===== config.mk =====
export PLATFORM = sky130hd
export DESIGN_NAME = connect4_turn_ctrl
export DESIGN_NICKNAME = d
export VERILOG_FILES = /design/src/rtl/connect4_turn_ctrl_pkg.sv /design/src/rtl/c4_window_rom.sv /design/src/rtl/connect4_turn_ctrl.sv
export SDC_FILE = /design/constraint.sdc
export NUM_CORES = 1
export LEC_CHECK = 0
export ABC_AREA = 1
export BUFFER_PORTS_ARGS = -buffer_cell sky130_fd_sc_hd__buf_2
export CORE_UTILIZATION = 55
export DETAILED_ROUTE_END_ITERATION = 10
export PLACE_DENSITY_LB_ADDON = 0.2
export REMOVE_ABC_BUFFERS = 1
export SETUP_SLACK_MARGIN = 0.02
export SYNTH_ARGS = -nofsm -noshare
export SYNTH_HDL_FRONTEND = slang
export SYNTH_SLANG_ARGS = --single-unit

===== constraint.sdc =====
create_clock -name clk -period 10.1 [get_ports clk]
set_input_delay 0.505 -clock clk [delete_from_list [all_inputs] [get_ports clk]]
set_output_delay 0.505 -clock clk [all_outputs]
set_load 0.02 [all_outputs]

===== src/rtl/connect4_turn_ctrl_pkg.sv =====
// Shared types and geometry for the Connect-4 Pop turn controller.
// The board is 7 columns by 6 rows; cell index = col*6 + row, row 0 at the bottom.
package connect4_turn_ctrl_pkg;

  localparam int C4_COLS    = 7;
  localparam int C4_ROWS    = 6;
  localparam int C4_WINDOWS = 69;

  localparam logic       PLAYER_RED = 1'b1;
  localparam logic [1:0] WIN_NONE   = 2'b00;
  localparam logic [1:0] WIN_YEL    = 2'b01;
  localparam logic [1:0] WIN_RED    = 2'b10;
  localparam logic [1:0] WIN_DRAW   = 2'b11;

  typedef enum logic [2:0] {
    ST_IDLE,
    ST_ISSUE,
    ST_SETTLE,
    ST_SCAN,
    ST_RESOLVE,
    ST_OVER
  } state_t;

  function automatic logic [5:0] cell_idx(input logic [2:0] col, input logic [2:0] row);
    return 6'(col * 6) + 6'(row);
  endfunction

endpackage


===== src/rtl/c4_window_rom.sv =====
// Maps a window number (0..68) to the four cell indices of that four-in-a-row window.
// Order: 24 horizontal, 21 vertical, 12 rising diagonals, 12 falling diagonals.
module c4_window_rom
  import connect4_turn_ctrl_pkg::*;
(
  input  logic [6:0]      win_idx,
  output logic [3:0][5:0] cells
);

  logic [6:0] rel;
  logic [2:0] col0;
  logic [2:0] row0;
  logic [5:0] step;
  logic [5:0] base;

  always_comb begin
    rel  = '0;
    col0 = '0;
    row0 = '0;
    step = '0;
    if (win_idx < 7'd24) begin
      col0 = {1'b0, win_idx[1:0]};
      row0 = win_idx[4:2];
      step = 6'd6;
    end else if (win_idx < 7'd45) begin
      rel  = win_idx - 7'd24;
      col0 = 3'(rel / 7'd3);
      row0 = 3'(rel % 7'd3);
      step = 6'd1;
    end else if (win_idx < 7'd57) begin
      rel  = win_idx - 7'd45;
      col0 = 3'(rel / 7'd3);
      row0 = 3'(rel % 7'd3);
      step = 6'd7;
    end else begin
      // falling diagonal: next column, one row lower -> +6 - 1
      rel  = win_idx - 7'd57;
      col0 = 3'(rel / 7'd3);
      row0 = 3'(rel % 7'd3 + 7'd3);
      step = 6'd5;
    end
    base  = cell_idx(col0, row0);
    cells = '0;
    for (int k = 0; k < 4; k++) begin
      cells[k] = base + 6'(k) * step;
    end
  end

endmodule


===== src/rtl/connect4_turn_ctrl.sv =====
// Connect-4 Pop game sequencer: validates keypad moves, issues board commands,
// scans all 69 windows after each move and resolves win/draw, turn and scores.
module connect4_turn_ctrl
  import connect4_turn_ctrl_pkg::*;
#(
  parameter int NUM_COLS = 7,
  parameter int NUM_ROWS = 6,
  parameter int SCORE_W  = 4
) (
  input  logic                     clk,
  input  logic                     reset,
  input  logic                     key_valid,
  input  logic [3:0]               key_col,
  input  logic                     key_pop,
  input  logic                     reset_game,
  input  logic                     reset_score,
  input  logic [3*NUM_COLS-1:0]    col_height,
  input  logic [NUM_COLS*NUM_ROWS-1:0] board_occ,
  input  logic [NUM_COLS*NUM_ROWS-1:0] board_own,
  output logic                     cmd_valid,
  input  logic                     cmd_ready,
  output logic                     cmd_op,
  output logic [2:0]               cmd_col,
  output logic                     cmd_player,
  output logic                     board_clear,
  output logic                     player,
  output logic                     move_err,
  output logic                     game_over,
  output logic [1:0]               winner,
  output logic [SCORE_W-1:0]       score_red,
  output logic [SCORE_W-1:0]       score_yellow
);

  function automatic logic [SCORE_W-1:0] sat_inc(input logic [SCORE_W-1:0] v);
    return (&v) ? v : v + 1'b1;
  endfunction

  state_t               state_q, state_d;
  logic                 player_q, player_d;
  logic [6:0]           cnt_q, cnt_d;
  logic                 red_hit_q, red_hit_d, yel_hit_q, yel_hit_d;
  logic                 over_q, over_d;
  logic [1:0]           winner_q, winner_d;
  logic [SCORE_W-1:0]   sred_q, sred_d, syel_q, syel_d;
  logic                 err_q, err_d;
  logic                 clr_q, clr_d;
  logic                 rg_q;
  logic                 latch_en;
  logic                 op_q, mover_q;
  logic [2:0]           col_q;

  // Padded copies so out-of-range column/cell lookups read zeros.
  logic [63:0]          occ_ext, own_ext;
  logic [23:0]          hts_ext;
  assign occ_ext = 64'(board_occ);
  assign own_ext = 64'(board_own);
  assign hts_ext = 24'(col_height);

  logic [2:0] kc;
  logic [4:0] h_lsb;
  logic [2:0] key_h;
  logic [5:0] bot;
  logic       col_ok, drop_ok, pop_ok;

  assign kc      = key_col[2:0];
  assign h_lsb   = 5'(kc) * 5'd3;
  assign key_h   = hts_ext[h_lsb +: 3];
  assign bot     = cell_idx(kc, 3'd0);
  assign col_ok  = key_col <= 4'(NUM_COLS - 1);
  assign drop_ok = col_ok && (key_h < 3'(NUM_ROWS));
  assign pop_ok  = col_ok && (key_h != 3'd0) && occ_ext[bot] && (own_ext[bot] == player_q);

  logic [3:0][5:0] cells;
  logic [3:0]      w_occ, w_own;
  logic            hit_red, hit_yel;

  c4_window_rom u_rom (
    .win_idx (cnt_q),
    .cells   (cells)
  );

  always_comb begin
    for (int k = 0; k < 4; k++) begin
      w_occ[k] = occ_ext[cells[k]];
      w_own[k] = own_ext[cells[k]];
    end
  end

  assign hit_red = (&w_occ) && (&w_own);
  assign hit_yel = (&w_occ) && !(|w_own);

  logic all_full;
  always_comb begin
    all_full = 1'b1;
    for (int c = 0; c < NUM_COLS; c++) begin
      if (hts_ext[3*c +: 3] != 3'(NUM_ROWS)) all_full = 1'b0;
    end
  end

  logic mover_hit, opp_hit, win_col;
  assign mover_hit = mover_q ? red_hit_q : yel_hit_q;
  assign opp_hit   = mover_q ? yel_hit_q : red_hit_q;
  assign win_col   = mover_hit ? mover_q : ~mover_q;

  always_comb begin
    state_d   = state_q;
    player_d  = player_q;
    cnt_d     = cnt_q;
    red_hit_d = red_hit_q;
    yel_hit_d = yel_hit_q;
    over_d    = over_q;
    winner_d  = winner_q;
    sred_d    = sred_q;
    syel_d    = syel_q;
    err_d     = 1'b0;
    latch_en  = 1'b0;
    case (state_q)
      ST_IDLE: begin
        if (key_valid) begin
          if (key_pop ? pop_ok : drop_ok) begin
            latch_en = 1'b1;
            state_d  = ST_ISSUE;
          end else begin
            err_d = 1'b1;
          end
        end
      end
      ST_ISSUE:  if (cmd_ready) state_d = ST_SETTLE;
      ST_SETTLE: begin
        cnt_d     = '0;
        red_hit_d = 1'b0;
        yel_hit_d = 1'b0;
        state_d   = ST_SCAN;
      end
      ST_SCAN: begin
        red_hit_d = red_hit_q | hit_red;
        yel_hit_d = yel_hit_q | hit_yel;
        if (cnt_q == 7'(C4_WINDOWS - 1)) state_d = ST_RESOLVE;
        else                             cnt_d   = cnt_q + 7'd1;
      end
      ST_RESOLVE: begin
        if (mover_hit || opp_hit) begin
          winner_d = win_col ? WIN_RED : WIN_YEL;
          if (win_col) sred_d = sat_inc(sred_q);
          else         syel_d = sat_inc(syel_q);
          over_d  = 1'b1;
          state_d = ST_OVER;
        end else if (all_full) begin
          winner_d = WIN_DRAW;
          over_d   = 1'b1;
          state_d  = ST_OVER;
        end else begin
          player_d = ~player_q;
          state_d  = ST_IDLE;
        end
      end
      ST_OVER: if (key_valid) err_d = 1'b1;
      default: state_d = ST_IDLE;
    endcase
    if (reset_score) begin
      sred_d = '0;
      syel_d = '0;
    end
    // Game restart wins over everything except the scores.
    if (reset_game) begin
      state_d   = ST_IDLE;
      player_d  = PLAYER_RED;
      winner_d  = WIN_NONE;
      over_d    = 1'b0;
      red_hit_d = 1'b0;
      yel_hit_d = 1'b0;
      err_d     = 1'b0;
      latch_en  = 1'b0;
    end
    clr_d = reset_game && !rg_q;
  end

  always_ff @(posedge clk or negedge reset) begin
    if (!reset) begin
      state_q   <= ST_IDLE;
      player_q  <= PLAYER_RED;
      cnt_q     <= '0;
      red_hit_q <= 1'b0;
      yel_hit_q <= 1'b0;
      over_q    <= 1'b0;
      winner_q  <= WIN_NONE;
      sred_q    <= '0;
      syel_q    <= '0;
      err_q     <= 1'b0;
      clr_q     <= 1'b0;
      rg_q      <= 1'b0;
    end else begin
      state_q   <= state_d;
      player_q  <= player_d;
      cnt_q     <= cnt_d;
      red_hit_q <= red_hit_d;
      yel_hit_q <= yel_hit_d;
      over_q    <= over_d;
      winner_q  <= winner_d;
      sred_q    <= sred_d;
      syel_q    <= syel_d;
      err_q     <= err_d;
      clr_q     <= clr_d;
      rg_q      <= reset_game;
    end
  end

  always_ff @(posedge clk) begin
    if (latch_en) begin
      op_q    <= key_pop;
      col_q   <= kc;
      mover_q <= player_q;
    end
  end

  assign cmd_valid    = (state_q == ST_ISSUE);
  assign cmd_op       = op_q;
  assign cmd_col      = col_q;
  assign cmd_player   = mover_q;
  assign board_clear  = clr_q;
  assign player       = player_q;
  assign move_err     = err_q;
  assign game_over    = over_q;
  assign winner       = winner_q;
  assign score_red    = sred_q;
  assign score_yellow = syel_q;

endmodule

### Word level (Yosys, flattened, before mapping)

Cells that the tools add are included.

| cells by class | value |
|---|---|
| add/sub/neg operators | 11 |
| multiply operators | 4 |
| div/mod/pow operators | 6 |
| $lt $le $gt $ge | 10 |
| eq/ne operators | 25 |
| shifts and indexed selects | 1 |
| muxes and demuxes | 86 |
| bitwise logic cells | 4 |
| reductions and logical operators | 30 |

Operators by type and width:

| operator | count |
|---|---|
| $bmux W1 S6 | 8 |
| $mux W4 | 10 |
| $mux W1 | 39 |
| $mux W3 | 13 |
| $lt A6 B7 Y1 const B | 5 |
| $ne A3 B3 Y1 const B | 10 |
| $reduce_and A4 Y1 | 6 |
| $shiftx A24 B6 Y3 | 1 |
| $div A7 B2 Y7 const B | 3 |
| $mod A7 B2 Y7 const B | 3 |
| $add A6 B6 Y6 | 3 |
| $pmux W3 S6 | 1 |
| $mul A3 B2 Y5 const B | 3 |
| $lt A7 B6 Y1 const B | 2 |
| $ne A2 B2 Y1 const B | 7 |
| $pmux W7 S2 | 1 |
| $sub A7 B6 Y7 const B | 2 |
| $mux W2 | 6 |
| $mux W6 | 2 |
| $bmux W1 S5 | 2 |
| $reduce_bool A2 Y1 | 5 |
| $reduce_bool A3 Y1 | 3 |
| $add A4 B1 Y4 const B | 2 |
| $add A7 B1 Y7 const B | 1 |
| other kinds (25) | 39 |

| storage, ports and cells | value |
|---|---|
| flip-flop bits (word level) | 32 |
| input port bits | 116 |
| output and inout port bits | 20 |
| logic and storage cells | 192 |

### Logic depth before layout (Yosys ltp)

Gate-level depths: netlist of run 1.

| depth | value |
|---|---|
| depth after elaboration | 16 |
| mapped depth | 68 |
| mapped depth without buffers | 65 |

### Cells and area by module

Synthesis of run 1 repeated with hierarchy kept, for this count alone.

| unflattened totals | value |
|---|---|
| cells, all modules | 1536 |
| area, all modules | 8405.6 um2 |

By module, submodules not included:

| module | instances | cells an instance | area an instance (um2) |
|---|---|---|---|
| connect4_turn_ctrl | 1 | 1127 | 5908.2 |
| c4_window_rom | 1 | 409 | 2497.4 |

### Least setup slack after synthesis of run 1

No wires, ideal clock.

| timing path | value |
|---|---|
| kind | register -> register |
| start | reg cnt_q[0] |
| end | reg yel_hit_q |
| data arrival time | 8114 ps |
| data required time | 10027 ps |
| setup slack | 1913 ps |
| stages on the path, launching flop included | 59 |
| path through | dfrtp_1 buf_2 inv_4 buf_2 ha_1 nand2_2 nand3_1 nand2_1 nand2_1 ha_1 inv_1 nand2_1 nand2_2 nand2_1 nand2_1 nand3_1 nand2_1 nand2_1 [23 not listed] inv_1 clkbuf_1 fa_1 inv_1 fa_1 inv_1 nor2_1 nand2_1 o211ai_1 nor2_1 a31oi_1 o21ai_0 o21ai_0 a21boi_0 nand2_1 nor2_1 nand2_1 a21oi_2 |

| between the ends | value |
|---|---|
| cells in the longest elaborated chain, start to end | 16 |
| elaborated cells on any way between the ends | 51 |

RTL lines:

| what | line | text |
|---|---|---|
| start, declared | connect4_turn_ctrl.sv:40 | `logic [6:0] cnt_q, cnt_d;` |
| start signal, assigned | connect4_turn_ctrl.sv:195 | `cnt_q <= cnt_d;` |
| $sub A7 B6 Y7 (on tied branches) | c4_window_rom.sv:37, c4_window_rom.sv:31 |  |
| $div A7 B2 Y7, or another cell as far along | c4_window_rom.sv:38 | `col0 = 3'(rel / 7'd3);` |
| $mux W3 / $add A3 B2 Y3 (equally long branches) | c4_window_rom.sv:30, c4_window_rom.sv:39 |  |
| $mux W3 (on tied branches) | c4_window_rom.sv:25, c4_window_rom.sv:30 |  |
| $mux W3 (on tied branches) | c4_window_rom.sv:21, c4_window_rom.sv:25 |  |
| $mul A3 B2 Y5 / $mux W3 (equally long branches) | connect4_turn_ctrl_pkg.sv:25, c4_window_rom.sv:21 |  |
| $add A6 B3 Y6 | connect4_turn_ctrl_pkg.sv:25 | `return 6'(col * 6) + 6'(row);` |
| $add A6 B6 Y6 | c4_window_rom.sv:45 | `cells[k] = base + 6'(k) * step;` |
| $bmux W1 S6 | connect4_turn_ctrl.sv:85 | `w_own[k] = own_ext[cells[k]];` |
| $mux W1 (implied by the code) | connect4_turn_ctrl.sv:85 |  |
| $reduce_or A4 Y1 | connect4_turn_ctrl.sv:90 | `assign hit_yel = (&w_occ) && !(\|w_own);` |
| $logic_not A1 Y1 | connect4_turn_ctrl.sv:90 |  |
| $logic_and A1 B1 Y1 (*) | connect4_turn_ctrl.sv:90 |  |
| $or A1 B1 Y1 (*) | connect4_turn_ctrl.sv:137 | `yel_hit_d = yel_hit_q \| hit_yel;` |
| $pmux W1 S2 (*) | connect4_turn_ctrl.sv:117 | `case (state_q)` |
| $mux W1 (*) | connect4_turn_ctrl.sv:165 | `if (reset_game) begin` |
| end signal, assigned | connect4_turn_ctrl.sv:197 | `yel_hit_q <= yel_hit_d;` |
| end, declared | connect4_turn_ctrl.sv:41 | `logic red_hit_q, red_hit_d, yel_hit_q, yel_hit_d;` |

Mark *: on every way between the ends. The rest lies on a longest branch, timed or not. The select of a mux whose other input is x is not followed.
A chain may end at the register's enable or synchronous reset.

### Final worst setup path of run 1

Same ends and word-level chain as after synthesis.

==> impl_results.rst, run 1 <==
.. list-table::
   :header-rows: 1

   * - Metric
     - Value
   * - Count of final max-slew check failures
     - 0
   * - Setup Viol. Count Final
     - 0
   * - Final Hold Vio Count
     - 0
   * - Rows
     - 43
   * - Post-synthesis instance area
     - ~0.0080 mm^2
   * - Drt first pass iters
     - 6
   * - Number of port buffers
     - between 100 and 150
   * - Maximum clock insertion buffer count
     - 2
   * - Timing startpoint of the critical path
     - cnt_q[0]$_DFFE_PN0P_
   * - Starting density of the core
     - 0.5710
   * - Most common flop cell mapped by yosys
     - sky130_fd_sc_hd__dfrtp_1
   * - Top cell type's share of synthesized area
     - 0.1940
   * - Post-detailed-placement half-perimeter wirelength
     - 21.80 mm
   * - Layout Area Growth over Synthesis
     - 11.07%
   * - Total negative slack for setup checks
     - 0 ns
   * - Via count of the first global-routing pass
     - 8773
   * - Height of the chip
     - 123.0 um
   * - Resized cells post-CTS
     - 0
   * - Count of antenna-violating nets left after detailed routing
     - 0
   * - WP data arrival
     - between 9 and 10 ns
   * - Num CTS Buffers
     - 5
   * - Setup slack of the most critical reg-to-reg path
     - 0.86 ns
   * - Power per standard cell area
     - between 150 and 200 mW/mm^2
   * - Tightest Hold Check Type
     - input port to asynchronous set/reset pin
   * - Cell type with the largest total area after synthesis
     - sky130_fd_sc_hd__nand2_1
   * - Clock root buffer
     - sky130_fd_sc_hd__clkbuf_16
   * - Maximum fanout along the worst path
     - 16
   * - Clock Sinks
     - 32
   * - Clock skew after layout
     - 0.01011 ns
   * - Kind of capture point of the worst setup path
     - register
   * - Post-detailed-route via-to-cell ratio
     - about 5.9
   * - Wire length of the first global-routing pass
     - between 40 and 50 mm
   * - Max Clock Freq
     - approximately 110 MHz
   * - Wire length per cell after detailed routing
     - ~16 um
   * - Synth async-reset ratio
     - 0.8438
   * - Cell count after synthesis
     - around 1.4k
   * - Flops & latches, synth
     - 32
   * - Library cell appearing most often on the critical path
     - sky130_fd_sc_hd__nand2_1
   * - Die ar.
     - between 0.015 and 0.02 mm^2
   * - Detailed-route DRC error count
     - 0
   * - Routability Congestion
     - approximately 1.1
   * - Startpoint type of the worst setup path
     - register
   * - Peak per-stage delay on the critical path
     - a little over 0.7 ns
   * - Number of nets in the layout
     - about 1.7k
   * - I/O pin count
     - between 100 and 150
   * - MaxCap Viol Count
     - 0
   * - Cell types occupying the most area after synthesis
     - sky130_fd_sc_hd__nand2_1 19%, sky130_fd_sc_hd__nand3_1 12%, sky130_fd_sc_hd__dfrtp_1 8.1%
   * - CTS tree
     - yes
   * - Critical path's slowest cell
     - sky130_fd_sc_hd__fa_1
   * - Required time reported for the critical path endpoint
     - 10.31 ns
   * - Core region area
     - approximately 0.014 mm^2
   * - Critical register-to-register path startpoint
     - cnt_q[0]$_DFFE_PN0P_
   * - Post-CTS setup-driven buffer insertion count
     - 0
   * - Share of the yosys chip area belonging to registers
     - 0.1028
   * - Worst slew margin relative to its limit
     - 0.3830
   * - Insertion delay to the later sink of the worst-skew pair
     - between 0.2 and 0.3 ns
   * - Clock H-tree levels
     - 2
   * - Standby leakage power
     - 4.680 nW
   * - Share of layout cells above drive strength 1
     - 0.1672
   * - PnR Total Power
     - approximately 1.6 mW
   * - CP Class
     - register to register
   * - Initial antenna violation count
     - 1
   * - Number of enable-type register cells in the synthesized netlist
     - 5
   * - Clock edge transition at the registers on the reported setup and hold paths
     - about 0.050 ns
   * - Final critical path time including I/O delays and setup
     - 9.237 ns
   * - Via count
     - approximately 10k
   * - VDD IR-drop max
     - roughly 0.00015 V
   * - Leftover overflow at the end of global routing
     - 0
   * - Yosys warning total
     - 0
   * - Post-Synthesis Mean Instance Area
     - around 5.6 um^2
   * - Die width
     - 123.0 um
   * - Run status
     - completed
   * - Tcrit/Tclk final
     - 0.9146
   * - Slew of the pin with the lowest slew margin
     - ~0.92 ns
   * - Setup repair after global routing missed its margin
     - no
   * - Unique cell type count in the Yosys netlist
     - 65
   * - Pin count of the biggest net entering global routing
     - 47
   * - Detailed router's first-iteration violation count
     - approximately 1.0k
   * - Hold buffer count at CTS
     - 0
   * - Routed Wire Length
     - 28.29 mm
   * - Overall Global Routing Usage
     - 0.3702
## registers in the layout, summed over array words and instances, names as in the netlist, 2 cells and up
signal,count
score_red,4
score_yellow,4
winner,2
state_q,3
cnt_q,7
cmd_col,3
## placed cells by master, fill, tap and decap left out, types with 5 or more instances in the layout
master | Yosys | layout
sky130_fd_sc_hd__a211oi_1 | 6 | 6
sky130_fd_sc_hd__a21oi_1 | 75 | 75
sky130_fd_sc_hd__a31oi_1 | 10 | 10
sky130_fd_sc_hd__buf_2 | 10 | 135
sky130_fd_sc_hd__buf_4 | 1 | 15
sky130_fd_sc_hd__clkbuf_16 | 0 | 5
sky130_fd_sc_hd__clkinv_1 | 10 | 10
sky130_fd_sc_hd__dfrtp_1 | 26 | 26
sky130_fd_sc_hd__edfxtp_1 | 5 | 5
sky130_fd_sc_hd__fa_1 | 7 | 7
sky130_fd_sc_hd__ha_1 | 40 | 39
sky130_fd_sc_hd__inv_1 | 157 | 157
sky130_fd_sc_hd__inv_2 | 23 | 23
sky130_fd_sc_hd__mux2i_1 | 9 | 9
sky130_fd_sc_hd__nand2_1 | 416 | 416
sky130_fd_sc_hd__nand2_2 | 28 | 28
sky130_fd_sc_hd__nand2_4 | 5 | 5
sky130_fd_sc_hd__nand3_1 | 190 | 190
sky130_fd_sc_hd__nand3_2 | 13 | 13
sky130_fd_sc_hd__nand3b_1 | 20 | 20
sky130_fd_sc_hd__nand4_1 | 19 | 19
sky130_fd_sc_hd__nor2_1 | 98 | 98
sky130_fd_sc_hd__nor2_2 | 5 | 5
sky130_fd_sc_hd__nor3_1 | 14 | 14
sky130_fd_sc_hd__o211ai_1 | 7 | 7
sky130_fd_sc_hd__o21ai_0 | 114 | 114
sky130_fd_sc_hd__o21ai_1 | 20 | 20
sky130_fd_sc_hd__o21ai_2 | 5 | 5
sky130_fd_sc_hd__xor2_1 | 13 | 13
## layout make-up
class,count,area (um^2)
fillers,1447,5156
multi-input cells,1174,6240
flip-flops and latches,32,827.0
clock inverters,1,5.005
repair buffers,150,788.3
inverters,191,719.4
well taps,180,225.2
clock buffers,7,132.6
diodes,1,2.502
## metrics by stage
step           cells  utilization  setup slack (ns)  hold slack, ns  cell area [um^2]
2_1_floorplan   1397            -             2.161          0.2094              7784
3_3_place_gp    1727       0.6243             1.303          0.3814              8800
3_5_place_dp    1727       0.6243            0.9682          0.3909              8800
4_1_cts         1735       0.6340            0.9650          0.2539              8937
5_1_grt         1735       0.6340           0.02303          0.2910              8937
6_report        1736       0.6342            0.8627          0.2333              8940
## worst max-delay path, delay by kind of cell (launching register included)
family / cells / cell delay, ns
flops: 1 / 0.62
fa+ha+maj: 8 / 2.91
compound gates: 9 / 1.25
simple gates: 30 / 3.23
buf+inv: 8 / 0.93
mux: 1 / 0.21
## cells in the mapped netlist (5+ instances only)
library cell	number
sky130_fd_sc_hd__nand2_1	416
sky130_fd_sc_hd__nand3_1	190
sky130_fd_sc_hd__inv_1	157
sky130_fd_sc_hd__o21ai_0	114
sky130_fd_sc_hd__nor2_1	98
sky130_fd_sc_hd__a21oi_1	75
sky130_fd_sc_hd__ha_1	40
sky130_fd_sc_hd__clkbuf_1	30
sky130_fd_sc_hd__nand2_2	28
sky130_fd_sc_hd__dfrtp_1	26
sky130_fd_sc_hd__inv_2	23
sky130_fd_sc_hd__nand3b_1	20
sky130_fd_sc_hd__o21ai_1	20
sky130_fd_sc_hd__nand4_1	19
sky130_fd_sc_hd__nor3_1	14
sky130_fd_sc_hd__nand3_2	13
sky130_fd_sc_hd__xor2_1	13
sky130_fd_sc_hd__a31oi_1	10
sky130_fd_sc_hd__buf_2	10
sky130_fd_sc_hd__clkinv_1	10
sky130_fd_sc_hd__mux2i_1	9
sky130_fd_sc_hd__fa_1	7
sky130_fd_sc_hd__o211ai_1	7
sky130_fd_sc_hd__a211oi_1	6
sky130_fd_sc_hd__buf_6	6
sky130_fd_sc_hd__edfxtp_1	5
sky130_fd_sc_hd__nand2_4	5
sky130_fd_sc_hd__nor2_2	5
sky130_fd_sc_hd__o21ai_2	5
## kinds of logic after synthesis
kind of cell / share of synthesized area
fa+ha+maj: 0.07959
compound gates: 0.1917
buf+inv: 0.1223
flops: 0.1028
mux: 0.01259
xor+xnor: 0.02036
simple gates: 0.4707
## power by group
group | switching (mW) | internal [mW]
combinational | 0.894 | 0.461
clock | 0.0503 | 0.0907
sequential | 0.0135 | 0.139
total | 0.958 | 0.691
## worst paths after layout
| check | endpoint | cells after the start |
|---|---|---|
| max | yel_hit_q$_DFFE_PN0P_ | 56 |
| min | cnt_q[3]$_DFFE_PN0P_ | 1 |
| max reg2reg | yel_hit_q$_DFFE_PN0P_ | 56 |
| min reg2reg | board_clear$_DFF_PN0_ | 1 |
| max in group asynchronous | score_red[1]$_DFFE_PN0P_ | 1 |
| min in group clk | board_clear$_DFF_PN0_ | 1 |
## routing by layer
layer | vias to the layer above | wire length [um] | GRT usage
met5 | - | 0 | 0
met4 | 0 | 1081 | 0.1461
met3 | 95 | 2676 | 0.05443
met2 | 559 | 12540 | 0.5899
met1 | 4525 | 11990 | 0.5017
li1 | 5028 | - | -
No activity file was read; power rests on OpenSTA's default activity.
==> inputs of run 2 (changes only) <==
--- a/config.mk
+++ b/config.mk
@@ -7,6 +7,7 @@
 export LEC_CHECK = 0
 export ABC_AREA = 1
 export BUFFER_PORTS_ARGS = -buffer_cell sky130_fd_sc_hd__buf_2
+export CORE_ASPECT_RATIO = 0.9
 export CORE_UTILIZATION = 55
 export DETAILED_ROUTE_END_ITERATION = 10
 export PLACE_DENSITY_LB_ADDON = 0.2
==> run 2 against run 1 <==
Compared with the run above:
- largest power group unchanged
- utilization about the same
- sequential cell count did not move
- sequential share of layout area about the same
- critical path type unchanged
- critical endpoint unchanged
- via count increased by 0.94%
- cell area grew 0.45%
- total power is 2.4% higher
- non-clock buffer count unchanged
- first-iteration DRC count up 26%
==> impl_results.rst, run 2 (synthesis gave the netlist of run 1 again) <==
.. list-table::
   :header-rows: 1

   * - Metric
     - Value
   * - Run status
     - completed
   * - Height of the chip
     - 116.8 um (-5.0%)
   * - Startpoint type of the worst setup path
     - register
   * - Slew of the pin with the lowest slew margin
     - 1.022 ns (+0.1049 ns)
   * - FF-to-FF End
     - yel_hit_q$_DFFE_PN0P_
   * - Resized cells post-CTS
     - 0 (unchanged)
   * - Library cell appearing most often on the critical path
     - sky130_fd_sc_hd__nand2_1
   * - Setup repair after global routing missed its margin
     - no
   * - Clock skew after layout
     - 0.002292 ns (-0.007813 ns)
   * - Clock H-tree levels
     - 2 (unchanged)
   * - Routability Congestion
     - 1.026 (-3.0%)
   * - Rows
     - 41 (-4.7%)
   * - Setup slack of the most critical reg-to-reg path
     - 0.98 ns (+0.12 ns)
   * - Critical path's slowest cell
     - sky130_fd_sc_hd__fa_1
   * - Total internal power
     - 719.1 uW (+4.0%)
   * - Die ar.
     - 0.01512 mm^2 (about the same)
   * - Detailed-route DRC error count
     - 0 (unchanged)
   * - Maximum clock insertion buffer count
     - 2 (unchanged)
   * - Register share of total power
     - 0.087 (-0.006)
   * - CP Class
     - register to register
   * - Standby leakage power
     - 4.694 nW (+0.31%)
   * - Clock root buffer
     - sky130_fd_sc_hd__clkbuf_16
   * - Post-CTS setup-driven buffer insertion count
     - 0 (unchanged)
   * - Setup Viol. Count Final
     - 0 (unchanged)
   * - Most frequent standard cell in the layout excluding fill and tap cells
     - sky130_fd_sc_hd__nand2_1
   * - Starting density of the core
     - 0.5685 (-0.002523)
   * - Max Clock Freq
     - 109.7 MHz (+1.3%)
   * - MaxCap Viol Count
     - 0 (unchanged)
   * - Worst-case setup slack after placement
     - 1.180 ns (+0.2120 ns)
   * - CTS tree
     - yes
   * - Share of layout cells above drive strength 1
     - 0.1678 (+0.0006431)
   * - Die width
     - 129.5 um (+5.3%)
   * - Layout Area Growth over Synthesis
     - 11.57%
   * - Number of nets in the layout
     - 1717 (unchanged)
   * - Num CTS Buffers
     - 5 (unchanged)
   * - Required time reported for the critical path endpoint
     - 10.31 ns (about the same)
   * - Final critical path time including I/O delays and setup
     - 9.117 ns (-0.1201 ns)
   * - Final cell count without fillers
     - 1748 (+0.69%)
   * - Switching share of power
     - 0.5743 (-0.006639)
   * - Tcrit/Tclk final
     - 0.9027 (-0.01189)
   * - Kind of capture point of the worst setup path
     - register
   * - Leftover overflow at the end of global routing
     - 0 (unchanged)
   * - Clock Sinks
     - 32 (unchanged)
   * - Part of the power in the clock network
     - 0.100 (+0.015)
   * - Routed Wire Length
     - 29.14 mm (+3.0%)
   * - Reported net switching power
     - 970.0 uW (+1.2%)
   * - Highest-count cells in the layout ignoring fill and taps
     - 416 x sky130_fd_sc_hd__nand2_1, 190 x sky130_fd_sc_hd__nand3_1, 157 x sky130_fd_sc_hd__inv_1, 135 x sky130_fd_sc_hd__buf_2, 114 x sky130_fd_sc_hd__o21ai_0
   * - Detailed router's first-iteration violation count
     - 1315 (+26%)
   * - Post-detailed-placement half-perimeter wirelength
     - 22.53 mm (+3.4%)
   * - Via count of the first global-routing pass
     - 8656 (-1.3%)
   * - Worst slew margin relative to its limit
     - 0.3125 (-0.07057)
   * - I/O pin count
     - 136 (unchanged)
   * - PnR Total Power
     - 1.689 mW (+2.4%)
   * - Final worst slack
     - 0.9828 ns (+0.1201 ns)
   * - Proportion of power drawn by combinational gates
     - 0.813 (-0.009)
   * - Post-detailed-route via-to-cell ratio
     - 5.894 (+0.25%)
   * - Total inserted antenna cells
     - 0 (-1)
   * - Wire length of the first global-routing pass
     - 44.88 mm (+1.8%)
   * - Power per standard cell area
     - 188.1 mW/mm^2 (+2.0%)
   * - Largest register FFs
     - 7 (unchanged)
   * - Count of antenna-violating nets left after detailed routing
     - 0 (unchanged)
   * - Count of final max-slew check failures
     - 0 (unchanged)
   * - Pin count of the biggest net entering global routing
     - 47 (unchanged)
   * - Worst hold margin
     - 0.2348 ns (+0.001517 ns)
   * - WP data arrival
     - 9.33 ns (-0.12 ns)
   * - Total negative slack for setup checks
     - 0 ns (unchanged)
   * - Initial antenna violation count
     - 0 (-1)
   * - Total instance count after detailed placement
     - 1740 (+0.75%)
   * - Tightest Hold Check Type
     - input port to asynchronous set/reset pin
   * - Overall Global Routing Usage
     - 0.3824 (+0.01224)
   * - R2R cell count
     - 53 (-5.4%)
   * - Drt first pass iters
     - 5 (-1)
   * - Final Hold Vio Count
     - 0 (unchanged)
   * - Register with the highest flop count
     - cnt_q
   * - Wire length per cell after detailed routing
     - 16.67 um (+2.3%)
   * - Clock edge transition at the registers on the reported setup and hold paths
     - 0.05 ns (about the same)
   * - Insertion delay to the later sink of the worst-skew pair
     - 0.28 ns (about the same)
   * - Number of port buffers
     - 135 (unchanged)
   * - Critical register-to-register path startpoint
     - cnt_q[1]$_DFFE_PN0P_
   * - Peak per-stage delay on the critical path
     - 0.69 ns (-0.02 ns)
   * - Maximum fanout along the worst path
     - 10 (-6)
   * - Via count
     - 10.30k (+0.94%)
   * - Core region area
     - 0.01416 mm^2 (+0.44%)
   * - VDD IR-drop max
     - 0.0001442 V (-0.66%)
   * - Hold buffer count at CTS
     - 0 (unchanged)
run 2: critical path, delay by kind of cell (launching register included):
family / cells / cell delay [ns]
and+or+nand+nor: 26 / 3.10
adders and majority gates: 8 / 2.86
AOI/OAI and AO/OA: 11 / 1.59
buffers and inverters: 7 / 0.70
DFF: 1 / 0.61
muxes: 1 / 0.21
run 2: how the worst max path moves through the flow:
| stage | to | from | slack (ns) |
|---|---|---|---|
| after global placement | yel_hit_q$_DFFE_PN0P_ | cnt_q[1]$_DFFE_PN0P_ | 1.52 |
| after global routing | yel_hit_q$_DFFE_PN0P_ | cnt_q[1]$_DFFE_PN0P_ | 0.14 |
| after floorplan | yel_hit_q$_DFFE_PN0P_ | cnt_q[0]$_DFFE_PN0P_ | 2.16 |
| final | yel_hit_q$_DFFE_PN0P_ | cnt_q[1]$_DFFE_PN0P_ | 0.98 |
| after detailed placement | yel_hit_q$_DFFE_PN0P_ | cnt_q[1]$_DFFE_PN0P_ | 1.18 |
| after CTS | yel_hit_q$_DFFE_PN0P_ | cnt_q[1]$_DFFE_PN0P_ | 1.15 |
run 2: layout make-up:
cell class | instances | area (um^2)
fill | 1434 | 5179
sequential | 32 | 827.0
inverter | 191 | 719.4
clock inverter | 2 | 35.03
timing repair buffer | 150 | 788.3
clock buffer | 6 | 128.9
multi-input combinational | 1174 | 6240
tap | 193 | 241.5
run 2: stage by stage:
stage | instance area [um^2] | utilization
floorplan | 7784 | -
global placement | 8816 | 0.6227
detailed placement | 8816 | 0.6227
CTS | 8980 | 0.6342
global route | 8980 | 0.6342
finish | 8980 | 0.6342
run 2: power by group through the flow:
stage	Combinational, mW	Sequential, mW	Clock (mW)
after global placement	1.31	0.149	0
after floorplan	0.943	0.155	0
final	1.37	0.147	0.169
after detailed placement	1.32	0.149	0
after CTS	1.33	0.147	0.171
after global routing	1.52	0.148	0.177
run 2: layer usage:
metal / track usage / wire length, um / vias to the layer above
li1: - / - / 5013
met1: 0.5585 / 12770 / 4587
met2: 0.5599 / 11770 / 627
met3: 0.07513 / 3688 / 76
met4: 0.1194 / 911 / 0
met5: 0 / 0 / -
